[src/rtl/m65c02_add_pkg.sv]
`default_nettype none
// ============================================================================
//  Module      : m65c02_add_pkg
//  Description : Shared definitions for the parametrised M65C02 binary/BCD
//                adder: sequencer states, decimal adjust constants, the
//                largest legal BCD digit and the Op encodings.
//  Ports       : none (package)
//  Revision    : 1.0  initial release
// ============================================================================
package m65c02_add_pkg;

    // Sequencer states: IDLE waits for a start, DEC walks the digits,
    // DONE presents the one-cycle Val pulse.
    typedef enum logic [1:0] {
        IDLE = 2'd0,
        DEC  = 2'd1,
        DONE = 2'd2
    } state_t;

    // Decimal correction added to a binary nibble sum.
    localparam logic [3:0] ADJ_ADD   = 4'h6;
    localparam logic [3:0] ADJ_SUB   = 4'hA;

    // Largest valid BCD digit.
    localparam logic [3:0] DIGIT_MAX = 4'd9;

    // Op input encodings.
    localparam logic       OP_ADD    = 1'b0;
    localparam logic       OP_SUB    = 1'b1;

endpackage : m65c02_add_pkg
`default_nettype wire

[src/rtl/m65c02_bcd_digit.sv]
`default_nettype none
// ============================================================================
//  Module      : m65c02_bcd_digit
//  Description : Combinational single-nibble BCD add/subtract cell. The
//                right operand arrives already inverted for subtraction, so
//                the cell only has to apply the decimal correction.
//  Ports       : q      in  4  left digit
//                m      in  4  right digit (inverted for subtract)
//                c_in   in  1  digit carry in (subtract: 1 = no borrow)
//                op     in  1  0 = add, 1 = subtract
//                digit  out 4  corrected result digit
//                c_out  out 1  digit carry out (subtract: 1 = no borrow)
//  Revision    : 1.0  initial release
// ============================================================================
module m65c02_bcd_digit (
    input  logic [3:0] q,
    input  logic [3:0] m,
    input  logic       c_in,
    input  logic       op,
    output logic [3:0] digit,
    output logic       c_out
);
    import m65c02_add_pkg::*;

    logic [4:0] w_t;

    always_comb begin
        w_t   = {1'b0, q} + {1'b0, m} + {4'b0000, c_in};
        digit = w_t[3:0];
        c_out = 1'b0;
        if (op == OP_ADD) begin
            // Decimal carry whenever the binary sum passes 9.
            if (w_t > {1'b0, DIGIT_MAX}) begin
                digit = w_t[3:0] + ADJ_ADD;
                c_out = 1'b1;
            end
        end else begin
            // With ~R as operand, no binary carry means a borrow occurred;
            // adding 0xA (i.e. subtracting 6 mod 16) restores a BCD digit.
            if (w_t[4]) begin
                c_out = 1'b1;
            end else begin
                digit = w_t[3:0] + ADJ_SUB;
            end
        end
    end

endmodule : m65c02_bcd_digit
`default_nettype wire

[src/rtl/m65c02_add_n.sv]
`default_nettype none
// ============================================================================
//  Module      : m65c02_add_n
//  Description : Parametrised binary/decimal adder for the M65C02A ALU.
//                Binary add/subtract finishes in one registered cycle.
//                Decimal add/subtract is processed one BCD digit per clock,
//                least significant digit first, through a single shared
//                nibble cell. One operation in flight; Rdy/Val handshake.
//  Ports       : Clk    in  1    system clock (rising edge)
//                Rst    in  1    asynchronous active-high reset
//                En_AU  in  1    start binary operation
//                En_DU  in  1    start decimal operation
//                Op     in  1    0 = add, 1 = subtract
//                Q      in  W    left operand
//                R      in  W    right operand
//                Ci     in  1    carry in (subtract: 1 = no borrow)
//                Abort  in  1    cancel an in-flight decimal operation
//                Rdy    out 1    idle or in Val cycle; start accepted
//                Out    out W+1  {carry-out, result}
//                OV     out 1    two's-complement overflow
//                Val    out 1    one-cycle result-valid pulse
//  Revision    : 1.0  initial release
// ============================================================================
module m65c02_add_n #(
    parameter int DIGITS = 4,   // number of BCD digits, W = 4*DIGITS (2..8)
    parameter int CW     = 3    // digit counter width, 2**CW > DIGITS
) (
    input  logic                Clk,
    input  logic                Rst,
    input  logic                En_AU,
    input  logic                En_DU,
    input  logic                Op,
    input  logic [4*DIGITS-1:0] Q,
    input  logic [4*DIGITS-1:0] R,
    input  logic                Ci,
    input  logic                Abort,
    output logic                Rdy,
    output logic [4*DIGITS:0]   Out,
    output logic                OV,
    output logic                Val
);
    import m65c02_add_pkg::*;

    localparam int          c_width = 4 * DIGITS;
    localparam logic [CW-1:0] c_last = CW'(DIGITS - 1);

    // ------------------------------------------------------------------
    // State and datapath registers
    // ------------------------------------------------------------------
    state_t                r_state;
    state_t                w_state_nxt;

    // r_q is both the left-operand shifter and the result shifter: each
    // step consumes its low nibble and inserts the result digit at the top,
    // so after DIGITS steps it holds the complete result in order.
    logic [c_width-1:0]    r_q;
    logic [c_width-1:0]    r_m;
    logic                  r_op;
    logic                  r_c;
    logic [CW-1:0]         r_cnt;
    logic                  r_ov_pend;
    logic [c_width:0]      r_out;
    logic                  r_ov;

    // ------------------------------------------------------------------
    // Start-edge arithmetic (binary result and overflow)
    // ------------------------------------------------------------------
    logic [c_width-1:0]    w_m_in;
    logic [c_width:0]      w_bin;
    logic                  w_ov;

    assign w_m_in = (Op == OP_SUB) ? ~R : R;
    assign w_bin  = {1'b0, Q} + {1'b0, w_m_in} + {{c_width{1'b0}}, Ci};
    // Carry into MSB xor carry out equals "operands agree in sign but the
    // sum sign differs"; the sign form avoids a second partial adder.
    assign w_ov   = (Q[c_width-1] == w_m_in[c_width-1]) &&
                    (w_bin[c_width-1] != Q[c_width-1]);

    // ------------------------------------------------------------------
    // Shared digit cell, fed by the low nibbles of the operand shifters
    // ------------------------------------------------------------------
    logic [3:0]            w_digit;
    logic                  w_dc;
    logic [c_width-1:0]    w_q_nxt;

    m65c02_bcd_digit u_digit (
        .q     (r_q[3:0]),
        .m     (r_m[3:0]),
        .c_in  (r_c),
        .op    (r_op),
        .digit (w_digit),
        .c_out (w_dc)
    );

    assign w_q_nxt = {w_digit, r_q[c_width-1:4]};

    // ------------------------------------------------------------------
    // Next-state logic
    // ------------------------------------------------------------------
    logic w_start;
    logic w_go_bin;
    logic w_go_dec;
    logic w_step;
    logic w_last;

    assign w_start = En_AU ^ En_DU;

    always_comb begin
        w_state_nxt = r_state;
        w_go_bin    = 1'b0;
        w_go_dec    = 1'b0;
        w_step      = 1'b0;
        w_last      = 1'b0;
        case (r_state)
            IDLE: begin
                if (w_start) begin
                    w_go_bin    = En_AU;
                    w_go_dec    = En_DU;
                    w_state_nxt = En_AU ? DONE : DEC;
                end
            end
            DEC: begin
                if (Abort) begin
                    w_state_nxt = IDLE;
                end else begin
                    w_step = 1'b1;
                    if (r_cnt == c_last) begin
                        w_last      = 1'b1;
                        w_state_nxt = DONE;
                    end
                end
            end
            DONE: begin
                // A start here chains back-to-back; Abort drops it.
                if (!Abort && w_start) begin
                    w_go_bin    = En_AU;
                    w_go_dec    = En_DU;
                    w_state_nxt = En_AU ? DONE : DEC;
                end else begin
                    w_state_nxt = IDLE;
                end
            end
            default: begin
                w_state_nxt = IDLE;
            end
        endcase
    end

    always_ff @(posedge Clk or posedge Rst) begin
        if (Rst) begin
            r_state <= IDLE;
        end else begin
            r_state <= w_state_nxt;
        end
    end

    // ------------------------------------------------------------------
    // Datapath registers
    // ------------------------------------------------------------------
    always_ff @(posedge Clk or posedge Rst) begin
        if (Rst) begin
            r_q       <= '0;
            r_m       <= '0;
            r_op      <= 1'b0;
            r_c       <= 1'b0;
            r_cnt     <= '0;
            r_ov_pend <= 1'b0;
            r_out     <= '0;
            r_ov      <= 1'b0;
        end else begin
            if (w_go_bin) begin
                r_out <= w_bin;
                r_ov  <= w_ov;
            end

            if (w_go_dec) begin
                r_q       <= Q;
                r_m       <= w_m_in;
                r_op      <= Op;
                r_c       <= Ci;
                r_cnt     <= '0;
                r_ov_pend <= w_ov;
            end

            if (w_step) begin
                r_q   <= w_q_nxt;
                r_m   <= {4'h0, r_m[c_width-1:4]};
                r_c   <= w_dc;
                r_cnt <= r_cnt + CW'(1);
                if (w_last) begin
                    r_out <= {w_dc, w_q_nxt};
                    r_ov  <= r_ov_pend;
                    r_cnt <= '0;
                end
            end

            // Abort leaves Out/OV alone but rewinds the digit counter.
            if ((r_state == DEC) && Abort) begin
                r_cnt <= '0;
            end
        end
    end

    // ------------------------------------------------------------------
    // Outputs
    // ------------------------------------------------------------------
    assign Rdy = (r_state == IDLE) || (r_state == DONE);
    assign Val = (r_state == DONE);
    assign Out = r_out;
    assign OV  = r_ov;

endmodule : m65c02_add_n
`default_nettype wire

[config.mk]
export PLATFORM = sky130hd
export DESIGN_NAME = m65c02_add_n
export DESIGN_NICKNAME = d
export VERILOG_FILES = /design/src/rtl/m65c02_add_pkg.sv /design/src/rtl/m65c02_bcd_digit.sv /design/src/rtl/m65c02_add_n.sv
export SDC_FILE = /design/constraint.sdc
export NUM_CORES = 1
export LEC_CHECK = 0
export ABC_CLOCK_PERIOD_IN_PS = 3400
export CAP_MARGIN = 5
export CORE_UTILIZATION = 54
export CTS_CLUSTER_DIAMETER = 80
export DETAILED_ROUTE_END_ITERATION = 12
export PLACE_DENSITY_LB_ADDON = 0.15
export SLEW_MARGIN = 20
export SYNTH_ARGS = -nofsm -noshare
export SYNTH_HDL_FRONTEND = slang
export SYNTH_SLANG_ARGS = --single-unit
[constraint.sdc]
create_clock -name Clk -period 3.4 [get_ports Clk]
set_input_delay 0.34 -clock Clk [delete_from_list [all_inputs] [get_ports Clk]]
set_output_delay 0.34 -clock Clk [all_outputs]
set_load 0.05 [all_outputs]
# Word level (Yosys, flattened, before mapping)

Cells that the tools add are included.

Logic and storage cells: 75
Output and inout bits: 20
Input bits: 39
Bits in registers: 58

Reduce and logical (&&, ||, !) cells: 9
Bitwise gates (word level): 2
$add $sub $neg: 7
Equality and inequality tests: 7
$lt $le $gt $ge: 1
Mux-type cells: 40

Operators by type and width:

| operator            | count |
|---|---|
| $mux 16             | 5 |
| $mux 17             | 3 |
| $add 16x16->17      | 1 |
| $add 17x1->17       | 1 |
| $mux 1              | 17 |
| $not 16->16         | 1 |
| $mux 3              | 4 |
| $mux 4              | 3 |
| $mux 2              | 5 |
| $pmux 2 s3          | 1 |
| $add 4x4->5         | 1 |
| $add 5x1->5         | 1 |
| $gt 5x4->1 const B  | 1 |
| $add 4x3->4 const B | 1 |
| $add 4x4->4 const B | 1 |
| $pmux 1 s2          | 2 |
| $add 3x1->3 const B | 1 |
| $eq 3x2->1 const B  | 1 |
| $logic_and 1x1->1   | 3 |
| $ne 3x3->1 const B  | 1 |
| $reduce_bool 3->1   | 1 |
| $eq 2x1->1 const B  | 1 |
| $eq 2x2->1 const B  | 1 |
| $logic_not 2->1     | 1 |
| other kinds (8)     | 8 |

# Logic depth before layout (Yosys ltp)

Gate-level depths: netlist (run 1).

Depth in word-level cells: 9
Depth in mapped cells: 11
Gate-level depth less buffers: 11

# By module

Synthesis (run 1) repeated with hierarchy kept, for this count alone.

Cell total of the unflattened synthesis: 419
Area total of the unflattened synthesis: 3978.8 um2

By module, submodules not included:

| module           | seq. area each (um2) | cells an instance | area an instance (um2) | instances |
|---|---|---|---|---|
| m65c02_add_n     | 1451.4               | 370               | 3579.7                 | 1 |
| m65c02_bcd_digit | 0.0                  | 49                | 399.1                  | 1 |

# Least setup slack after synthesis (run 1)

No wires, ideal clock.

Path kind: reg2reg
From: register r_q[0]
To: register r_out[13], in the netlist Out[13]
Stages on the path, launching flop included: 11
Required time: 3.320 ns
Arrival: 2.682 ns
Slack: 0.637 ns
Library setup time: 0.080 ns
Path buffers: 0
Period minus slack after synthesis: 2.763 ns
Cell sequence: dfrtp_1 fa_1 fa_1 inv_1 ha_1 nor2b_1 a31o_2 nor4_1 mux2_1 a211o_1 nor3_2

Cells in the longest elaborated chain, start to end: 7
Elaborated cells on any way between the ends: 10
Those cells by class: add/sub (4); order compare (1); mux (5)

RTL lines:

| element                             | RTL line                                       | source |
|---|---|---|
| start, declared                     | m65c02_add_n.sv:56                             | `logic [c_width-1:0] r_q;` |
| start signal, assigned              | m65c02_add_n.sv:186                            | `r_q <= w_q_nxt;` |
| $add 4x4->5 *                       | m65c02_bcd_digit.sv:28                         | `w_t = {1'b0, q} + {1'b0, m} + {4'b0000, c_in};` |
| $add 5x1->5 *                       | m65c02_bcd_digit.sv:28                         |  |
| $add 4x3->4 (tied with other cells) | m65c02_bcd_digit.sv:34                         | `digit = w_t[3:0] + ADJ_ADD;` |
| $mux 4 (on tied branches)           | m65c02_bcd_digit.sv:33, m65c02_bcd_digit.sv:40 |  |
| $mux 4 *                            | m65c02_bcd_digit.sv:31                         | `if (op == OP_ADD) begin` |
| $mux 17 *                           | m65c02_add_n.sv:190                            | `if (w_last) begin` |
| $mux 17 *                           | m65c02_add_n.sv:185                            | `if (w_step) begin` |
| end signal, assigned                | m65c02_add_n.sv:172                            | `r_out <= w_bin;` |
| end signal, assigned                | m65c02_add_n.sv:191                            | `r_out <= {w_dc, w_q_nxt};` |
| end, declared                       | m65c02_add_n.sv:62                             | `logic [c_width:0] r_out;` |

Every way passes the cells marked *; elsewhere a longest branch is shown, timed or not.
A chain may end at the register's enable or synchronous reset.

# Worst setup path after layout (run 1)

From: register r_q[0]
To: register r_out[16], in the netlist Out[16]

Cells in the longest elaborated chain, start to end: 7
Elaborated cells on any way between the ends: 8
Those cells by class: add/sub (2); order compare (1); mux (5)

RTL lines:

| element       | RTL line               | source |
|---|---|---|
| $add 4x4->5 * | m65c02_bcd_digit.sv:28 |  |
| $add 5x1->5 * | m65c02_bcd_digit.sv:28 |  |
| $gt 5x4->1    | m65c02_bcd_digit.sv:33 | `if (w_t > {1'b0, DIGIT_MAX}) begin` |
| $mux 1        | m65c02_bcd_digit.sv:33 |  |
| $mux 1 *      | m65c02_bcd_digit.sv:31 |  |
| $mux 17 *     | m65c02_add_n.sv:190    |  |
| $mux 17 *     | m65c02_add_n.sv:185    |  |

Marks and branches as above.

==> results of run 1 <==
-- critical path: stages, from the launching register on --
cell	delay, ns
dfrtp_1	0.40
fa_1	0.49
fa_1	0.42
xor2_1	0.29
inv_1	0.12
ha_1	0.22
nor2b_1	0.12
a31o_2	0.27
nor2_1	0.14
a21oi_1	0.16
a221oi_1	0.34
-- cell families after synthesis --
logic type	share of synthesized area, %
and+or+nand+nor	19.63
AOI/OAI and AO/OA	21.33
DFF	38.60
buffers and inverters	3.361
xor gates and xnor gates	6.755
adders and majority gates	9.451
muxes	0.8652
-- worst max path at each step --
stage | from | slack (ns) | endpoint
after floorplan | r_q[0] | 0.64 | Out[13]
after global placement | Op | 0.25 | OV
after detailed placement | Op | 0.13 | OV
after CTS | r_q[0] | 0.35 | Out[16]
after global routing | r_q[0] | 0.15 | r_q[14]
final | r_q[0] | 0.33 | Out[16]
-- synth_stat cells, types with 4 or more instances --
cell	number	area share, %
buf_2	5	0.67
xor2_1	18	4.2
nor2_1	51	5.1
dfrtp_1	58	39
o211ai_1	4	0.80
xnor2_1	11	2.6
nand2_1	66	6.6
ha_1	22	7.3
a22oi_1	18	3.6
nor3_1	6	0.80
fa_1	4	2.1
a21o_1	8	1.6
nand3_1	11	1.5
o21ai_0	15	2.0
o22ai_1	14	2.3
clkbuf_1	13	1.3
a21oi_1	39	5.2
o31ai_1	4	0.80
inv_1	10	1.0
-- layer usage --
metal | global-route usage, % | up-vias | part of all wire (%)
li1 | - | 1656 | -
met1 | 42.56 | 1651 | 46
met2 | 48.51 | 144 | 47
met3 | 5.058 | 21 | 5.7
met4 | 11.21 | 0 | 1.9
met5 | 0 | - | 0
-- per-stage QoR --
step / instance area (um^2) / total power (uW) / util, %
2_1_floorplan: 3760 / 2394 / -
3_3_place_gp: 4442 / 2914 / 65.74
3_5_place_dp: 4442 / 2958 / 65.74
4_1_cts: 4668 / 3704 / 69.09
5_1_grt: 4668 / 3931 / 69.09
6_report: 4668 / 3707 / 69.09
-- final cells by class --
class | count | area (um^2)
Clock buffer | 10 | 137.6
Sequential cell | 58 | 1451
Tap cell | 80 | 100.1
Timing Repair Buffer | 70 | 670.6
Fill cell | 564 | 2088
Multi-Input combinational cell | 344 | 2182
Clock inverter | 6 | 88.84
Inverter | 10 | 37.54
-- state kept, by name (all words and copies together), names as in the netlist --
signal,cells
Out,17
r_m,16
r_q,16
r_cnt,3
r_state,2
OV,1
r_c,1
r_op,1
r_ov_pend,1
-- where the power goes --
part | internal (uW) | total [uW] | switching [uW]
clock network | 434 | 742 | 309
registers | 915 | 1100 | 181
logic | 727 | 1870 | 1140
==> results.sh, run 1 <==
export IMPL_outcome="finished clean"
export IMPL_syn_inst=432
export IMPL_cts_root_buf="clkbuf_8"
export IMPL_synth_edff_count=0
export IMPL_hold_path_class="in -> async"
export IMPL_max_freq_mhz=326.1
export IMPL_cp_start_kind="flip-flop"
export IMPL_clk_pin_slew_ns=0.08
export IMPL_crit_type="reg -> reg"
export IMPL_wl_per_cell_um=18.12
export IMPL_h_tree_depth=3
export IMPL_port_buffers=58
export IMPL_cts_resized_gates=0
export IMPL_drv_cap=0
export IMPL_core_um2=6756
export IMPL_drv_slew=0
export IMPL_final_setup_worst_slack_ns=0.3332
export IMPL_grt_max_degree=40
export IMPL_period_needed_ns=3.067
export IMPL_synth_avg_cell_area_um2=8.703
export IMPL_synth_warnings=0
export IMPL_place_inst=562
export IMPL_rsz0062_at_grt="no"
export IMPL_crit_required_ns=3.64
export IMPL_die_w_um=85.44
export IMPL_rows=30
export IMPL_start_util_pct=55.65
export IMPL_p_leak_uw=0.002091
export IMPL_ys_ff_latch=58
export IMPL_cts_made_buffers=9
export IMPL_postSynth_asyncResetShare_pct=100.0
export IMPL_synth_cell_types=57
export IMPL_finish_net_count=558
export IMPL_critPathMaxFanout=6
export IMPL_tns_ns=0
export IMPL_rr_worst_depth=10
export IMPL_worstMarginPinSlew_ns=0.8077
export IMPL_fin_cells=578
export IMPL_synth_flop_cell="dfrtp_1"
export IMPL_hold_slack_ns=0.4731
export IMPL_grt_pass1_wl_um=16860
export IMPL_hold_viol=0
export IMPL_antenna_cells=0
export IMPL_setup_viol=0
export IMPL_synth_area_um2=3760
export IMPL_drcViolationCount=0
export IMPL_most_common_layout_cells="nand2_1, dfrtp_1, clkdlybuf4s50_1, nor2_1, a21oi_1"
export IMPL_antenna_found_initial=0
export IMPL_drt_pass1_iter_count=5
export IMPL_grt_usage_pct=30.63
export IMPL_powerDensity_nw_per_um2=794.2
export IMPL_overflow=0
export IMPL_maxSlewHeadroom_pct=46.07
export IMPL_r2r_end="Out[16]"
export IMPL_synthToLayoutAreaGrowth_pct=24.16
export IMPL_insertion_delay_ns=0.35
export IMPL_fin_skew_ns=0.005751
export IMPL_drt_total_wl_um=10480
export IMPL_finalCritPeriodShare_pct=90.20
export IMPL_first_iter_violations=337
export IMPL_die_y_um=85.44
export IMPL_clock_sinks=58
export IMPL_timing_rr_start="r_q[0]"
export IMPL_grt_pass1_vias=3355
export IMPL_crit_arrival_ns=3.31
export IMPL_ys_seq_area_share_pct=38.60
export IMPL_cts_tree="built"
export IMPL_detail_route_antenna_nets=0
export IMPL_layout_commonest_cell="nand2_1"
export IMPL_clockBufferDepth=2
export IMPL_r2r_slack_ns=0.33
export IMPL_synth_nets=497
export IMPL_cts_hold_buffers_added=0
export IMPL_avgViaCountPerCell=6.007
export IMPL_hpwl_um=7827
export IMPL_postCtsSetupRepairBufs=0
export IMPL_io_pins=59
export IMPL_gp_congestion=0.8920
export IMPL_dieArea_um2=7300
export IMPL_vias=3472
export IMPL_place_worst_setup_slack_ns=0.1294
export IMPL_peakVddDrop_uv=464.4
export IMPL_critPathCaptureType="flip-flop"
export IMPL_drive_gt1_share_pct=8.032
Power figures use the tool's default switching activity.
==> run 2: changes to the inputs <==
--- a/config.mk
+++ b/config.mk
@@ -7,11 +7,12 @@
 export LEC_CHECK = 0
 export ABC_CLOCK_PERIOD_IN_PS = 3400
 export CAP_MARGIN = 5
-export CORE_UTILIZATION = 54
+export CORE_UTILIZATION = 30
 export CTS_CLUSTER_DIAMETER = 80
 export DETAILED_ROUTE_END_ITERATION = 12
 export PLACE_DENSITY_LB_ADDON = 0.15
 export SLEW_MARGIN = 20
 export SYNTH_ARGS = -nofsm -noshare
 export SYNTH_HDL_FRONTEND = slang
+export SYNTH_HIERARCHICAL = 1
 export SYNTH_SLANG_ARGS = --single-unit
==> results.sh, run 2 <==
export IMPL_outcome="finished clean"
export IMPL_clock_sinks=58
export IMPL_tns_ns=0
export IMPL_rsz0062_at_grt="no"
export IMPL_finalCritPeriodShare_pct=94.57
export IMPL_maxSlewHeadroom_pct=43.11
export IMPL_nFillCells=1289
export IMPL_synth_warnings=6
export IMPL_finish_net_count=551
export IMPL_critPathMaxFanout=4
export IMPL_holdPathEnd="r_m[6]"
export IMPL_synth_edff_count=0
export IMPL_r2r_slack_ns=0.18
export IMPL_start_util_pct=31.15
export IMPL_r2r_end="Out[15]"
export IMPL_postSynth_asyncResetShare_pct=100.0
export IMPL_h_tree_depth=3
export IMPL_cts_root_buf="clkbuf_16"
export IMPL_port_buffers=58
export IMPL_whs_path_depth=2
export IMPL_placed_area_um2=4808
export IMPL_top_layer_used="met4"
export IMPL_avgViaCountPerCell=4.992
export IMPL_cts_hold_buffers_added=0
export IMPL_synthToLayoutAreaGrowth_pct=29.06
export IMPL_grt_pass1_vias=3355
export IMPL_p_leak_uw=0.002308
export IMPL_ys_top_cells_by_area="dfrtp_1, mux2i_1, ha_1"
export IMPL_rows=41
export IMPL_largest_reg_flops=17
export IMPL_grt_usage_pct=17.76
export IMPL_period_needed_ns=3.215
export IMPL_ys_ff_latch=58
export IMPL_antenna_cells=0
export IMPL_rr_worst_depth=12
export IMPL_final_util_pct=40.20
export IMPL_timing_rr_start="r_q[0]"
export IMPL_synth_common_cells="dfrtp_1, nand2_1, o21ai_0, mux2i_1, a21oi_1"
export IMPL_cpMostUsedCell="a21oi_1"
export IMPL_antenna_found_initial=0
export IMPL_worstMarginPinSlew_ns=0.8533
export IMPL_crit_required_ns=3.65
export IMPL_setup_viol=0
export IMPL_drive_gt1_share_pct=11.84
export IMPL_hpwl_um=8312
export IMPL_yosysMostFrequentCell="dfrtp_1"
export IMPL_wl_met1_um=5419
export IMPL_core_um2=12770
export IMPL_drv_cap=0
export IMPL_first_iter_violations=154
export IMPL_detail_route_antenna_nets=0
export IMPL_drv_slew=0
export IMPL_hold_path_class="reg -> reg"
export IMPL_design_area_um2=5135
export IMPL_grt_pass1_wl_um=17970
export IMPL_wl_per_cell_um=17.03
export IMPL_syn_inst=419
export IMPL_most_common_layout_cells="dfrtp_1, clkdlybuf4s50_1, nand2_1, o21ai_0, mux2i_1"
export IMPL_crit_slowest_cell="fa_1"
export IMPL_overflow=0
export IMPL_yosys_area_top_type="dfrtp_1"
export IMPL_wl_met3_um=384
export IMPL_peakVddDrop_uv=457.1
export IMPL_synth_avg_cell_area_um2=9.496
export IMPL_dieArea_um2=13730
export IMPL_die_w_um=117.2
export IMPL_max_stage_delay_ns=0.47
export IMPL_cts_tree="built"
export IMPL_drcViolationCount=0
export IMPL_vias=3305
export IMPL_clockBufferDepth=2
export IMPL_grt_max_degree=63
export IMPL_insertion_delay_ns=0.33
export IMPL_max_freq_mhz=311.0
export IMPL_die_y_um=117.2
export IMPL_synth_cell_types=69
export IMPL_synth_top_area_share_pct=36.48
export IMPL_powerDensity_nw_per_um2=854.3
export IMPL_cts_resized_gates=0
export IMPL_crit_type="reg -> reg"
export IMPL_place_inst=646
export IMPL_hold_viol=0
export IMPL_clk_pin_slew_ns=0.05
export IMPL_cp_cell_sequence="fa_1 -> fa_2 -> xnor2_2 -> clkinv_4 -> ha_1 -> nand2b_1 -> a211oi_1 -> a21oi_1 -> mux2i_1 -> a32o_1 -> a21oi_1 -> o21ai_1"
export IMPL_dr_wl_met2_um=5425
export IMPL_synth_area_um2=3979
export IMPL_drt_total_wl_um=11280
export IMPL_drt_pass1_iter_count=4
export IMPL_fin_cells=662
export IMPL_crit_arrival_ns=3.47
export IMPL_worstHoldStart="r_m[10]"
export IMPL_postCtsSetupRepairBufs=0
export IMPL_fin_skew_ns=0.01028
export IMPL_gp_congestion=0.8327
export IMPL_cp_start_kind="flip-flop"
export IMPL_cts_made_buffers=9
export IMPL_ys_seq_area_share_pct=36.48
export IMPL_synth_flop_cell="dfrtp_1"
export IMPL_synth_nets=485
export IMPL_critPathCaptureType="flip-flop"
export IMPL_io_pins=59
[run 2: report_power, final]
part / switching [uW] / internal [uW] / total, uW / leakage, uW
Combinational: 1380 / 975 / 2350 / 0.00144
Clock: 319 / 592 / 911 / 0.000152
Sequential: 186 / 940 / 1130 / 0.000717
[run 2: cells by family (layout without fill, tap and decap cells)]
group,Yosys count,in the layout,synth area share [%]
adders and majority gates,27,27,9.245
muxes,39,39,10.03
xor gates and xnor gates,30,30,6.792
and+or+nand+nor,109,109,12.83
buffers and inverters,32,103,3.554
DFF,58,58,36.48
AOI/OAI and AO/OA,124,124,21.07
[run 2: area by class of cell]
type	instances	area, um^2	share of cell area [%]
multi-input combinational	329	2414	47.00
tap	172	215.2	4.191
timing repair buffer	73	693.2	13.50
sequential	58	1451	28.27
clock buffer	15	297.8	5.799
clock inverter	1	5.005	0.09747
inverter	14	58.81	1.145
[run 2: how the worst max path moves through the flow]
| stage | start | end | slack [ns] | cells after the start |
|---|---|---|---|---|
| floorplan | r_q[0] | Out[13] | 0.45 | 10 |
| global placement | r_q[0] | r_q[13] | 0.08 | 11 |
| detailed placement | r_q[0] | Out[13] | 0.09 | 11 |
| CTS | r_q[0] | Out[15] | 0.08 | 12 |
| global route | r_q[0] | Out[13] | 0.03 | 11 |
| finish | r_q[0] | Out[15] | 0.18 | 12 |
[run 2: layer usage]
| metal | up-vias | global-route usage (%) |
|---|---|---|
| li1 | 1636 | - |
| met1 | 1612 | 24.08 |
| met2 | 53 | 28.55 |
| met3 | 4 | 4.274 |
| met4 | 0 | 4.219 |
| met5 | - | 0 |
[run 2: through the flow]
stage / power, uW / setup slack [ns] / hold slack, ns
final: 4387 / 0.1845 / 0.4719
after CTS: 4349 / 0.08284 / 0.4865
after global placement: 3389 / 0.07937 / 0.4713
after global routing: 4691 / 0.03125 / 0.5111
after floorplan: 2637 / 0.4521 / 0.4496
after detailed placement: 3400 / 0.08597 / 0.4750
[run 2: worst max-delay path, delay by kind of cell (launching register included)]
kind | cells | cell delay [ns]
fa+ha+maj | 3 | 1.08
flops | 1 | 0.41
simple gates | 1 | 0.16
xor+xnor | 1 | 0.34
buf+inv | 1 | 0.13
mux | 1 | 0.39
compound gates | 5 | 0.62
==> run 3: changes to the inputs <==
--- a/config.mk
+++ b/config.mk
@@ -10,7 +10,9 @@
 export CORE_UTILIZATION = 30
 export CTS_CLUSTER_DIAMETER = 80
 export DETAILED_ROUTE_END_ITERATION = 12
+export MAX_ROUTING_LAYER = met4
 export PLACE_DENSITY_LB_ADDON = 0.15
+export SKIP_LAST_GASP = 1
 export SLEW_MARGIN = 20
 export SYNTH_ARGS = -nofsm -noshare
 export SYNTH_HDL_FRONTEND = slang
==> results.sh, run 3 (synthesis gave the netlist of run 2 again) <==
export IMPL_outcome="finished clean"
export IMPL_postCtsSetupRepairBufs=0
export IMPL_start_util_pct=31.15
export IMPL_port_buffers=58
export IMPL_vias=3337
export IMPL_fin_cells=662
export IMPL_use_met3_pct=4.016
export IMPL_hold_viol=0
export IMPL_io_pins=59
export IMPL_critPathCaptureType="flip-flop"
export IMPL_first_iter_violations=147
export IMPL_period_needed_ns=3.200
export IMPL_finalCritPeriodShare_pct=94.12
export IMPL_synthToLayoutAreaGrowth_pct=29.06
export IMPL_place_inst=646
export IMPL_detail_route_antenna_nets=0
export IMPL_r2r_slack_ns=0.20
export IMPL_drv_cap=0
export IMPL_die_y_um=117.2
export IMPL_clockBufferDepth=2
export IMPL_most_common_layout_cells="dfrtp_1, clkdlybuf4s50_1, nand2_1, o21ai_0, mux2i_1"
export IMPL_cts_tree="built"
export IMPL_hpwl_um=8312
export IMPL_nFillCells=1289
export IMPL_finish_net_count=551
export IMPL_fin_skew_ns=0.005719
export IMPL_core_um2=12770
export IMPL_grt_pass1_wl_um=17960
export IMPL_crit_required_ns=3.65
export IMPL_design_area_um2=5135
export IMPL_die_w_um=117.2
export IMPL_top_usage_layer="met2"
export IMPL_powerDensity_nw_per_um2=854.4
export IMPL_avgViaCountPerCell=5.041
export IMPL_met1_usage_pct=24.05
export IMPL_drive_gt1_share_pct=11.84
export IMPL_tns_ns=0
export IMPL_met2_usage_pct=28.71
export IMPL_final_util_pct=40.20
export IMPL_worstMarginPinSlew_ns=0.8657
export IMPL_cts_hold_buffers_added=0
export IMPL_drt_total_wl_um=11310
export IMPL_dieArea_um2=13730
export IMPL_cp_start_kind="flip-flop"
export IMPL_gp_congestion=0.8454
export IMPL_clock_sinks=58
export IMPL_largest_reg_flops=17
export IMPL_grt_max_degree=63
export IMPL_place_worst_setup_slack_ns=0.08597
export IMPL_insertion_delay_ns=0.33
export IMPL_crit_slowest_cell="fa_1"
export IMPL_cp_cell_sequence="fa_1 -> fa_2 -> xnor2_2 -> clkinv_4 -> ha_1 -> nand2b_1 -> a211oi_1 -> a21oi_1 -> mux2i_1 -> a32o_1 -> a21oi_1 -> o21ai_1"
export IMPL_hold_path_class="in -> async"
export IMPL_drv_slew=0
export IMPL_overflow=0
export IMPL_setup_viol=0
export IMPL_final_setup_worst_slack_ns=0.1999
export IMPL_drt_pass1_iter_count=5
export IMPL_antenna_found_initial=0
export IMPL_critPathMaxFanout=4
export IMPL_wl_per_cell_um=17.08
export IMPL_grt_usage_pct=18.29
export IMPL_crit_type="reg -> reg"
export IMPL_max_freq_mhz=312.5
export IMPL_crit_arrival_ns=3.45
export IMPL_cts_root_buf="clkbuf_16"
export IMPL_grt_pass1_vias=3356
export IMPL_rows=41
export IMPL_rsz0062_at_grt="no"
export IMPL_peakVddDrop_uv=456.4
export IMPL_critPathLaunch="r_q[0]"
export IMPL_max_stage_delay_ns=0.47
export IMPL_clk_pin_slew_ns=0.05
export IMPL_cts_made_buffers=9
export IMPL_cpMostUsedCell="a21oi_1"
export IMPL_maxSlewHeadroom_pct=42.29
export IMPL_timing_rr_start="r_q[0]"
export IMPL_p_leak_uw=0.002308
export IMPL_antenna_cells=0
export IMPL_h_tree_depth=3
export IMPL_placed_area_um2=4808
export IMPL_drcViolationCount=0
run 3: metal layers:
metal,share of wire (%),vias to the layer above
li1,-,1635
met1,48,1645
met2,48,48
met3,3.2,9
met4,0.78,0
met5,0,-
run 3: area by class of cell:
type	instances	area (um^2)	share of cell area [%]
clock inverter	1	5.005	0.09747
timing repair buffer	73	693.2	13.50
inverter	14	58.81	1.145
clock buffer	15	297.8	5.799
tap	172	215.2	4.191
sequential	58	1451	28.27
multi-input combinational	329	2414	47.00
run 3: worst max-delay path, delay by kind of cell, from the launching register on:
family | cells | cell delay, ns
flops | 1 | 0.40
mux | 1 | 0.39
xor+xnor | 1 | 0.34
simple gates | 1 | 0.16
fa+ha+maj | 3 | 1.08
compound gates | 5 | 0.62
buf+inv | 1 | 0.13
run 3: worst paths after layout:
path,endpoint,cells past startpoint
hold / removal,r_m[14],2
hold reg to reg,r_m[6],2
max in group asynchronous,r_q[15],3
setup reg to reg,Out[15],12
min in group Clk,r_m[6],2
setup / recovery,Out[15],12
run 3: report_power, final:
part | switching, uW | internal [uW]
sequential | 187 | 940
clock | 322 | 592
combinational | 1370 | 975
run 3: metrics by stage:
step	power (uW)	hold WS [ns]
2_1_floorplan	2637	0.4496
4_1_cts	4349	0.4865
3_3_place_gp	3389	0.4713
3_5_place_dp	3400	0.4750
6_report	4387	0.4805
5_1_grt	4690	0.5111
run 3: what timing repair did:
item,4_1_cts,5_1_grt
hold endpoints to repair,0,0
endpoints found under the setup margin,0,6
resized for setup,0,4
